<file path="src/rtl/mips32_pkg.sv">
// Shared MIPS32 definitions: opcodes, instruction classes and the fetch-queue
// entry and state types used by the instruction-fetch front end.
package mips32_pkg;

  localparam int unsigned IMEM_ADDR_W = 10;
  localparam int unsigned WORD_W      = 32;

  typedef enum logic [5:0] {
    OP_ADD   = 6'b000000,
    OP_SUB   = 6'b000001,
    OP_AND   = 6'b000010,
    OP_OR    = 6'b000011,
    OP_SLT   = 6'b000100,
    OP_MUL   = 6'b000101,
    OP_LW    = 6'b001000,
    OP_SW    = 6'b001001,
    OP_ADDI  = 6'b001010,
    OP_SUBI  = 6'b001011,
    OP_SLTI  = 6'b001100,
    OP_BNEQZ = 6'b001101,
    OP_BEQZ  = 6'b001110,
    OP_HLT   = 6'b111111
  } opcode_e;

  typedef enum logic [2:0] {
    T_RR_ALU  = 3'b000,
    T_RM_ALU  = 3'b001,
    T_LOAD    = 3'b010,
    T_STORE   = 3'b011,
    T_BRANCH  = 3'b100,
    T_HALT    = 3'b101,
    T_INVALID = 3'b111
  } instr_type_e;

  typedef struct packed {
    logic [WORD_W-1:0] ir;
    logic [WORD_W-1:0] npc;
  } fetch_entry_t;

  typedef enum logic [1:0] {
    FQ_RUN   = 2'd0,
    FQ_HOLD  = 2'd1,
    FQ_FLUSH = 2'd2
  } fq_state_e;

  // Classify an opcode into the execution class the decode stage dispatches on.
  function automatic instr_type_e instr_type(input logic [5:0] op);
    instr_type_e t;
    case (op)
      OP_ADD, OP_SUB, OP_AND, OP_OR, OP_SLT, OP_MUL: t = T_RR_ALU;
      OP_ADDI, OP_SUBI, OP_SLTI:                     t = T_RM_ALU;
      OP_LW:                                         t = T_LOAD;
      OP_SW:                                         t = T_STORE;
      OP_BNEQZ, OP_BEQZ:                             t = T_BRANCH;
      OP_HLT:                                        t = T_HALT;
      default:                                       t = T_INVALID;
    endcase
    return t;
  endfunction

endpackage

</file>
<file path="src/rtl/mips32_fetch_queue_if.sv">
// Fetch-queue bus bundle: instruction-memory port, branch redirect, halt and
// the decode-side valid/ready handshake.
interface mips32_fetch_queue_if
  import mips32_pkg::*;
#(
  parameter int unsigned ADDR_W = IMEM_ADDR_W
);

  logic              imem_req;
  logic [ADDR_W-1:0] imem_addr;
  logic [WORD_W-1:0] imem_rdata;
  logic              imem_rvalid;
  logic              redirect_valid;
  logic [ADDR_W-1:0] redirect_pc;
  logic              halt;
  logic              out_valid;
  logic              out_ready;
  logic [WORD_W-1:0] out_ir;
  logic [WORD_W-1:0] out_npc;

  modport master (
    output imem_req, imem_addr, out_valid, out_ir, out_npc,
    input  imem_rdata, imem_rvalid, redirect_valid, redirect_pc, halt, out_ready
  );

  modport slave (
    input  imem_req, imem_addr, out_valid, out_ir, out_npc,
    output imem_rdata, imem_rvalid, redirect_valid, redirect_pc, halt, out_ready
  );

endinterface

</file>
<file path="src/rtl/mips32_sync_fifo.sv">
// Synchronous FIFO with occupancy count and a single-cycle flush.
// Depth must be a power of two so the pointers wrap naturally.
module mips32_sync_fifo #(
  parameter int unsigned WIDTH = 64,
  parameter int unsigned DEPTH = 4
) (
  input  logic                   clk,
  input  logic                   rst,
  input  logic                   push,
  input  logic [WIDTH-1:0]       push_data,
  input  logic                   pop,
  input  logic                   flush,
  output logic [WIDTH-1:0]       pop_data,
  output logic [$clog2(DEPTH):0] count,
  output logic                   full,
  output logic                   empty
);

  localparam int unsigned PTR_W = $clog2(DEPTH);
  localparam int unsigned CNT_W = PTR_W + 1;

  logic [WIDTH-1:0] mem_q [DEPTH];
  logic [PTR_W-1:0] wr_ptr_q;
  logic [PTR_W-1:0] rd_ptr_q;
  logic [CNT_W-1:0] count_q;
  logic             push_ok;
  logic             pop_ok;

  assign full     = (count_q == CNT_W'(DEPTH));
  assign empty    = (count_q == '0);
  assign pop_ok   = pop && !empty;
  assign push_ok  = push && (!full || pop_ok);
  assign pop_data = mem_q[rd_ptr_q];
  assign count    = count_q;

  always_ff @(posedge clk) begin
    if (rst || flush) begin
      wr_ptr_q <= '0;
      rd_ptr_q <= '0;
      count_q  <= '0;
    end else begin
      if (push_ok) wr_ptr_q <= wr_ptr_q + PTR_W'(1);
      if (pop_ok)  rd_ptr_q <= rd_ptr_q + PTR_W'(1);
      case ({push_ok, pop_ok})
        2'b10:   count_q <= count_q + CNT_W'(1);
        2'b01:   count_q <= count_q - CNT_W'(1);
        default: count_q <= count_q;
      endcase
    end
  end

  // Storage needs no reset; only slots below count are ever observed.
  always_ff @(posedge clk) begin
    if (push_ok && !rst && !flush) mem_q[wr_ptr_q] <= push_data;
  end

endmodule

</file>
<file path="src/rtl/mips32_fetch_queue.sv">
// MIPS32 instruction-fetch front end: issues word reads, buffers responses in a
// prefetch FIFO and hands {ir, npc} to decode; branches redirect and flush it.
module mips32_fetch_queue
  import mips32_pkg::*;
#(
  parameter int unsigned DEPTH    = 4,
  parameter int unsigned ADDR_W   = IMEM_ADDR_W,
  parameter int unsigned RESET_PC = 0
) (
  input  logic                 clk,
  input  logic                 rst,
  mips32_fetch_queue_if.master fq
);

  localparam int unsigned CNT_W = $clog2(DEPTH) + 1;
  localparam int unsigned OCC_W = CNT_W + 1;

  fq_state_e         state_q;
  fq_state_e         state_d;
  logic [ADDR_W-1:0] pc_q;
  logic [ADDR_W-1:0] req_addr_q;
  logic              inflight_q;
  logic              drop_q;
  logic [WORD_W-1:0] last_ir_q;
  logic [WORD_W-1:0] last_npc_q;

  logic              issue_c;
  logic              push_c;
  logic              pop_c;
  logic [OCC_W-1:0]  occ_c;
  logic [CNT_W-1:0]  fifo_count;
  logic              fifo_full;
  logic              fifo_empty;
  fetch_entry_t      push_entry;
  fetch_entry_t      head;

  always_ff @(posedge clk) begin
    if (rst) state_q <= FQ_RUN;
    else     state_q <= state_d;
  end

  // A redirect overrides any halt-driven transition for one cycle.
  always_comb begin
    state_d = state_q;
    case (state_q)
      FQ_RUN:   if (fq.halt)  state_d = FQ_HOLD;
      FQ_HOLD:  if (!fq.halt) state_d = FQ_RUN;
      FQ_FLUSH: state_d = fq.halt ? FQ_HOLD : FQ_RUN;
      default:  state_d = FQ_RUN;
    endcase
    if (fq.redirect_valid) state_d = FQ_FLUSH;
  end

  // Issue follows the state being entered, so halt/redirect block it in the same
  // cycle; every outstanding read must already own a free FIFO slot.
  always_comb begin
    occ_c   = OCC_W'(fifo_count) + OCC_W'(inflight_q);
    issue_c = !rst && (state_d == FQ_RUN) && !fifo_full
              && (occ_c <= OCC_W'(DEPTH - 1));
    pop_c   = !fifo_empty && fq.out_ready && !fq.redirect_valid;
    push_c  = fq.imem_rvalid && inflight_q && !drop_q && !fq.redirect_valid;
    push_entry.ir  = fq.imem_rdata;
    push_entry.npc = WORD_W'(req_addr_q) + WORD_W'(1);
  end

  mips32_sync_fifo #(
    .WIDTH ($bits(fetch_entry_t)),
    .DEPTH (DEPTH)
  ) u_fifo (
    .clk       (clk),
    .rst       (rst),
    .push      (push_c),
    .push_data (push_entry),
    .pop       (pop_c),
    .flush     (fq.redirect_valid),
    .pop_data  (head),
    .count     (fifo_count),
    .full      (fifo_full),
    .empty     (fifo_empty)
  );

  always_ff @(posedge clk) begin
    if (rst) begin
      pc_q       <= ADDR_W'(RESET_PC);
      req_addr_q <= '0;
      inflight_q <= 1'b0;
      drop_q     <= 1'b0;
      last_ir_q  <= '0;
      last_npc_q <= '0;
    end else begin
      if (fq.redirect_valid) pc_q <= fq.redirect_pc;
      else if (issue_c)      pc_q <= pc_q + ADDR_W'(1);

      if (issue_c) req_addr_q <= pc_q;

      if (issue_c)               inflight_q <= 1'b1;
      else if (fq.imem_rvalid)   inflight_q <= 1'b0;

      // A response landing in the redirect cycle is discarded by the flush;
      // only a still-pending read needs to be marked for dropping.
      if (fq.redirect_valid)     drop_q <= inflight_q && !fq.imem_rvalid;
      else if (fq.imem_rvalid)   drop_q <= 1'b0;

      last_ir_q  <= fq.out_ir;
      last_npc_q <= fq.out_npc;
    end
  end

  // With the FIFO empty the outputs keep showing what they showed last cycle.
  assign fq.imem_req  = issue_c;
  assign fq.imem_addr = pc_q;
  assign fq.out_valid = !fifo_empty;
  assign fq.out_ir    = fifo_empty ? last_ir_q  : head.ir;
  assign fq.out_npc   = fifo_empty ? last_npc_q : head.npc;

endmodule

</file>
<file path="src/flat_wrapper.sv">
// flat-port wrapper written by rule: the top's interface ports become plain ports
module mips32_fetch_queue_flat import mips32_pkg::*;
#(
  parameter int unsigned DEPTH    = 4,
  parameter int unsigned ADDR_W   = IMEM_ADDR_W,
  parameter int unsigned RESET_PC = 0
)
  (clk, rst, fq_imem_req, fq_imem_addr, fq_out_valid, fq_out_ir, fq_out_npc, fq_imem_rdata, fq_imem_rvalid, fq_redirect_valid, fq_redirect_pc, fq_halt, fq_out_ready);
  mips32_fetch_queue_if #(.ADDR_W(ADDR_W)) fq_i ();
  input  logic clk;
  input  logic rst;
  output wire logic [$bits(fq_i.imem_req)-1:0] fq_imem_req;
  output wire logic [$bits(fq_i.imem_addr)-1:0] fq_imem_addr;
  output wire logic [$bits(fq_i.out_valid)-1:0] fq_out_valid;
  output wire logic [$bits(fq_i.out_ir)-1:0] fq_out_ir;
  output wire logic [$bits(fq_i.out_npc)-1:0] fq_out_npc;
  input wire logic [$bits(fq_i.imem_rdata)-1:0] fq_imem_rdata;
  input wire logic [$bits(fq_i.imem_rvalid)-1:0] fq_imem_rvalid;
  input wire logic [$bits(fq_i.redirect_valid)-1:0] fq_redirect_valid;
  input wire logic [$bits(fq_i.redirect_pc)-1:0] fq_redirect_pc;
  input wire logic [$bits(fq_i.halt)-1:0] fq_halt;
  input wire logic [$bits(fq_i.out_ready)-1:0] fq_out_ready;
  assign fq_imem_req = fq_i.imem_req;
  assign fq_imem_addr = fq_i.imem_addr;
  assign fq_out_valid = fq_i.out_valid;
  assign fq_out_ir = fq_i.out_ir;
  assign fq_out_npc = fq_i.out_npc;
  assign fq_i.imem_rdata = fq_imem_rdata;
  assign fq_i.imem_rvalid = fq_imem_rvalid;
  assign fq_i.redirect_valid = fq_redirect_valid;
  assign fq_i.redirect_pc = fq_redirect_pc;
  assign fq_i.halt = fq_halt;
  assign fq_i.out_ready = fq_out_ready;
  mips32_fetch_queue #(.DEPTH(DEPTH), .ADDR_W(ADDR_W), .RESET_PC(RESET_PC)) u_core (.clk(clk), .rst(rst), .fq(fq_i));
endmodule
</file>
<file path="config.mk">
export PLATFORM = sky130hd
export DESIGN_NAME = mips32_fetch_queue_flat
export DESIGN_NICKNAME = d
export VERILOG_FILES = /design/src/rtl/mips32_pkg.sv /design/src/rtl/mips32_fetch_queue_if.sv /design/src/rtl/mips32_sync_fifo.sv /design/src/rtl/mips32_fetch_queue.sv /design/src/flat_wrapper.sv
export SDC_FILE = /design/constraint.sdc
export NUM_CORES = 1
export LEC_CHECK = 0
export CELL_PAD_IN_SITES_DETAIL_PLACEMENT = 1
export CELL_PAD_IN_SITES_GLOBAL_PLACEMENT = 1
export CORE_MARGIN = 5
export CORE_UTILIZATION = 35
export CTS_BUF_LIST = sky130_fd_sc_hd__clkbuf_4
export DETAILED_ROUTE_END_ITERATION = 10
export PLACE_DENSITY = 0.66
export RECOVER_POWER = 50
export SYNTH_ARGS = -nofsm -noshare
export SYNTH_HDL_FRONTEND = slang
export SYNTH_HIERARCHICAL = 1
export SYNTH_SLANG_ARGS = --single-unit
</file>
<file path="constraint.sdc">
create_clock -name clk -period 5.3 [get_ports clk]
set_clock_uncertainty 0.05 [all_clocks]
set_input_delay 1.06 -clock clk [delete_from_list [all_inputs] [get_ports clk]]
set_output_delay 1.06 -clock clk [all_outputs]
set_load 0.05 [all_outputs]
</file>
==> flow_metrics.py <==
metrics = {
    "status": {
        "status": "finished, violations left",
        "violations": "max-capacitance violations, max-slew violations",
    },
    "die": {
        "row_count": 72,
        "design.die.area_mm2": 0.0426,
        "fp.dieH_um": 206,
        "die_x_um": 206,
        "start_util_pct": 35.1,
        "top_level_ports": 124,
        "core_area_mm2": 0.0384,
    },
    "synth": {
        "synth-adder-area-share_pct": 0.705,
        "synth_xor_area_share_pct": 0.909,
        "yosysSeqAreaShare_pct": 71.4,
        "yosys.area_share.simple_pct": 6.64,
        "yosysTopAreaCell": "edfxtp_1",
        "yosysTopAreaCellShare_pct": 57.0,
        "synth_mux_area_share_pct": 16.1,
        "synth_seq_cells": 353,
        "ys_top_cells_by_area": "edfxtp_1 57%, dfxtp_1 14%, mux4_2 11%",
        "avgSynthCellArea_um2": 17.6,
        "synth.cell_area_mm2": 0.0135,
        "synthDistinctLibCells": 59,
        "yosysWarningCount": 6,
        "synth_ff_type": "edfxtp_1",
        "syn_inst": 766,
        "synth-async-reset-ratio_pct": 0,
        "synth_enable_flop_cells": 256,
        "synth_compound_area_share_pct": 2.48,
        "synth_top_family_by_area": "multiplexers",
    },
    "worst_setup_path": {
        "crit_path_start_kind": "input port",
        "slowest_stage": "and3_1",
        "worst-path-max-fanout": 34,
        "timing.critical_path.mode_cell": "and3_1",
        "r2r.worst_path.cells": 8,
        "cp.required_ps": 5650,
        "crit_path_max_incr_delay_ps": 1400,
        "path_class": "in2reg",
        "r2r-start": "u_core/u_fifo/count[2]",
        "reg2reg_to": "u_core/u_fifo/mem_q[1][16]",
        "reg2reg_slack_ps": 1040,
        "path_cells": "dlygate4sd3_1 > clkbuf_1 > inv_1 > and3_1 > or4b_1 > and2_0 > and3_1 > buf_12",
        "setup.worst_path.end_class": "register",
        "cp_num_buf_inv": 4,
        "cpLargestDelayFamily": "simple AND/OR/NAND/NOR gates",
        "arrival_ps": 5100,
    },
    "clock_network": {
        "clk_latency_ps": 720,
        "cts_tree": "built",
        "cts.sinks": 353,
        "cts_resized": 0,
        "htreeDepth": 3,
        "clkTransAtPathRegs_ps": 60,
        "cts-hold-fix-buffers": 0,
        "ctsLongestPathBuffers": 3,
        "cts_root_buf": "clkbuf_4",
        "cts_setup_buffers": 0,
        "cts-buffers-inserted": 97,
    },
    "final_layout": {
        "multi_input_area_mm2": 0.00394,
        "finalNetCount": 1096,
        "area_growth_pct": 25.4,
        "ff_latch_area_mm2": 0.00964,
        "drive_above_1_share_pct": 27.0,
        "nFillCells": 3877,
    },
    "global_route": {
        "grt_util_all_layers_pct": 14.2,
        "antenna_found_initial": 5,
        "busiest_layer": "met2",
        "overflow": 0,
        "grt_pass1_wl_mm": 46.3,
        "grt_max_degree": 65,
        "gr-usage-met3_pct": 3.70,
        "use_met2_pct": 23.7,
        "grt_pass1_vias": 8266,
        "use_met1_pct": 17.4,
    },
    "sta": {
        "finalHoldViolCount": 0,
        "period_minus_slack_ps": 4750,
        "max_freq_mhz": 211,
        "fin_setup_tns_ps": 0,
        "relSlewSlack_pct": -81.2,
        "tightestPinTransition_ps": 2720,
        "period_share_pct": 89.6,
        "rsz0062_at_grt": "false",
        "setup_violations": 0,
        "slew_viol_final": 84,
    },
    "min_path": {
        "hp-class": "reg2reg",
        "hold_start": "u_core/req_addr_q[5]",
        "whs_endpoint": "u_core/req_addr_q[5]",
        "whs_path_depth": 2,
    },
    "drt": {
        "post-route-drc-count": 0,
        "dr.pass1.iters": 6,
        "drt-initial-drc-count": 341,
        "post_drt_wl_per_cell_um": 17.9,
        "drt-total-wl_mm": 29.4,
        "routed_via_density": 4.60,
        "dr_total_vias": 7546,
        "ant_nets": 0,
    },
    "place": {
        "dpl.hpwl_mm": 18.4,
        "gp_congestion": 0.769,
        "port_buffers": 123,
    },
    "power_and_ir_drop": {
        "peakVddDrop_mv": 0.121,
        "sw_frac_of_total_pct": 21.7,
        "p_comb_share_pct": 2.3,
        "p_sw_w": 0.00121,
        "internal_power_w": 0.00435,
        "seq_power_share_pct": 53.5,
        "power_density_mw_per_mm2": 329,
        "power_w": 0.00556,
        "p_leak_nw": 5.92,
        "p_clk_share_pct": 44.2,
    },
    "flow_run": {
        "drv_cap": 2,
    },
}
-- placed cells by master (no fill, tap or decap), types with 9 or more instances in the layout --
| master | Yosys | layout |
|---|---|---|
| edfxtp_1 | 256 | 256 |
| clkbuf_4 | 0 | 144 |
| dfxtp_1 | 97 | 95 |
| conb_1 | 1 | 84 |
| clkdlybuf4s50_1 | 0 | 78 |
| nor2b_1 | 64 | 64 |
| mux4_2 | 64 | 64 |
| mux2_2 | 64 | 59 |
| dlygate4sd3_1 | 0 | 43 |
| nand2_1 | 31 | 31 |
| clkinv_1 | 0 | 24 |
| a21oi_1 | 20 | 20 |
| nor2_1 | 15 | 15 |
| inv_1 | 10 | 11 |
| nand3_1 | 9 | 9 |
| xnor2_1 | 9 | 9 |
-- layout make-up --
type | instances | area share (%)
tap | 518 | 3.83
multi-input combinational | 443 | 23.3
antenna | 2 | 0.0296
sequential | 353 | 57.0
timing repair buffer | 135 | 8.03
clock buffer | 144 | 6.39
clock inverter | 35 | 1.18
inverter | 11 | 0.244
-- stage by stage --
stage	area, um2	hold WS [ps]	setup WS, ps	util [%]	std cells
floorplan	13800	399	992	-	849
global placement	15700	424	1050	40.8	1460
detailed placement	15700	437	1010	40.8	1460
CTS	16900	445	710	44.1	1639
global route	16900	472	345	44.1	1641
finish	16900	437	553	44.1	1641
-- power groups by stage --
stage	registers [W]	logic [W]	clock network [W]
floorplan	0.00305	0.0000447	0
global placement	0.00303	0.000133	0
detailed placement	0.00303	0.000135	0
CTS	0.00297	0.000136	0.00258
global route	0.00297	0.000141	0.00275
finish	0.00297	0.000128	0.00246
-- flip-flops by register name (all words and copies together) (netlist names), named ones only --
register and cells:
u_core/last_ir_q 32, u_core/u_fifo/mem_q 256, u_core/inflight_q 1, u_core/u_fifo/rd_ptr_q 2, u_core/u_fifo/wr_ptr_q 2, u_core/last_npc_q 32, u_core/fq.imem_addr 10, u_core/u_fifo/count 3
u_core/drop_q 1, u_core/state_q 2, u_core/req_addr_q 10
-- tightest hold or removal path: stages, from the launching register on --
cell	delay [ps]
dfxtp_1	320
nand2_1	60
a21oi_1	60
-- how the worst max path moves through the flow --
| stage | start | to | cells past startpoint |
|---|---|---|---|
| 2_1_floorplan | fq_redirect_valid | u_core/u_fifo/mem_q[0][0] | 5 |
| 3_3_place_gp | fq_redirect_valid | u_core/u_fifo/mem_q[2][31] | 8 |
| 3_5_place_dp | fq_redirect_valid | u_core/u_fifo/mem_q[2][33] | 8 |
| 4_1_cts | register | fq_out_npc[13] | 4 |
| 5_1_grt | fq_redirect_valid | u_core/u_fifo/mem_q[1][40] | 8 |
| 6_report | fq_redirect_valid | u_core/u_fifo/mem_q[1][16] | 8 |
-- kinds of logic (layout without fill, tap and decap cells) --
| logic type | Yosys count | after routing |
|---|---|---|
| other cells | 1 | 86 |
| simple gates | 159 | 159 |
| fa+ha+maj | 7 | 7 |
| flops | 353 | 353 |
| mux | 129 | 129 |
| buf+inv | 53 | 325 |
| compound gates | 50 | 50 |
| xor+xnor | 14 | 14 |
-- layer usage --
| layer | wire (um) | vias up |
|---|---|---|
| met5 | 0 | - |
| met4 | 773 | 0 |
| met3 | 1230 | 57 |
| met2 | 14900 | 180 |
| met1 | 12500 | 3821 |
| li1 | - | 3488 |
-- synthesized netlist by cell type (5+ instances only) --
library cell and instances:
mux2_2 64, ha_1 6, buf_1 5, nor2b_1 64
dfxtp_1 97, clkbuf_1 25, nand4_1 5, nand2_1 31
buf_2 8, a21oi_1 20, nor2_1 15, nand2b_1 5
edfxtp_1 256, xnor2_1 9, mux4_2 64, xor2_1 5
inv_1 10, and3_1 5, nand3_1 9
(Power assumes the default switching activity.)
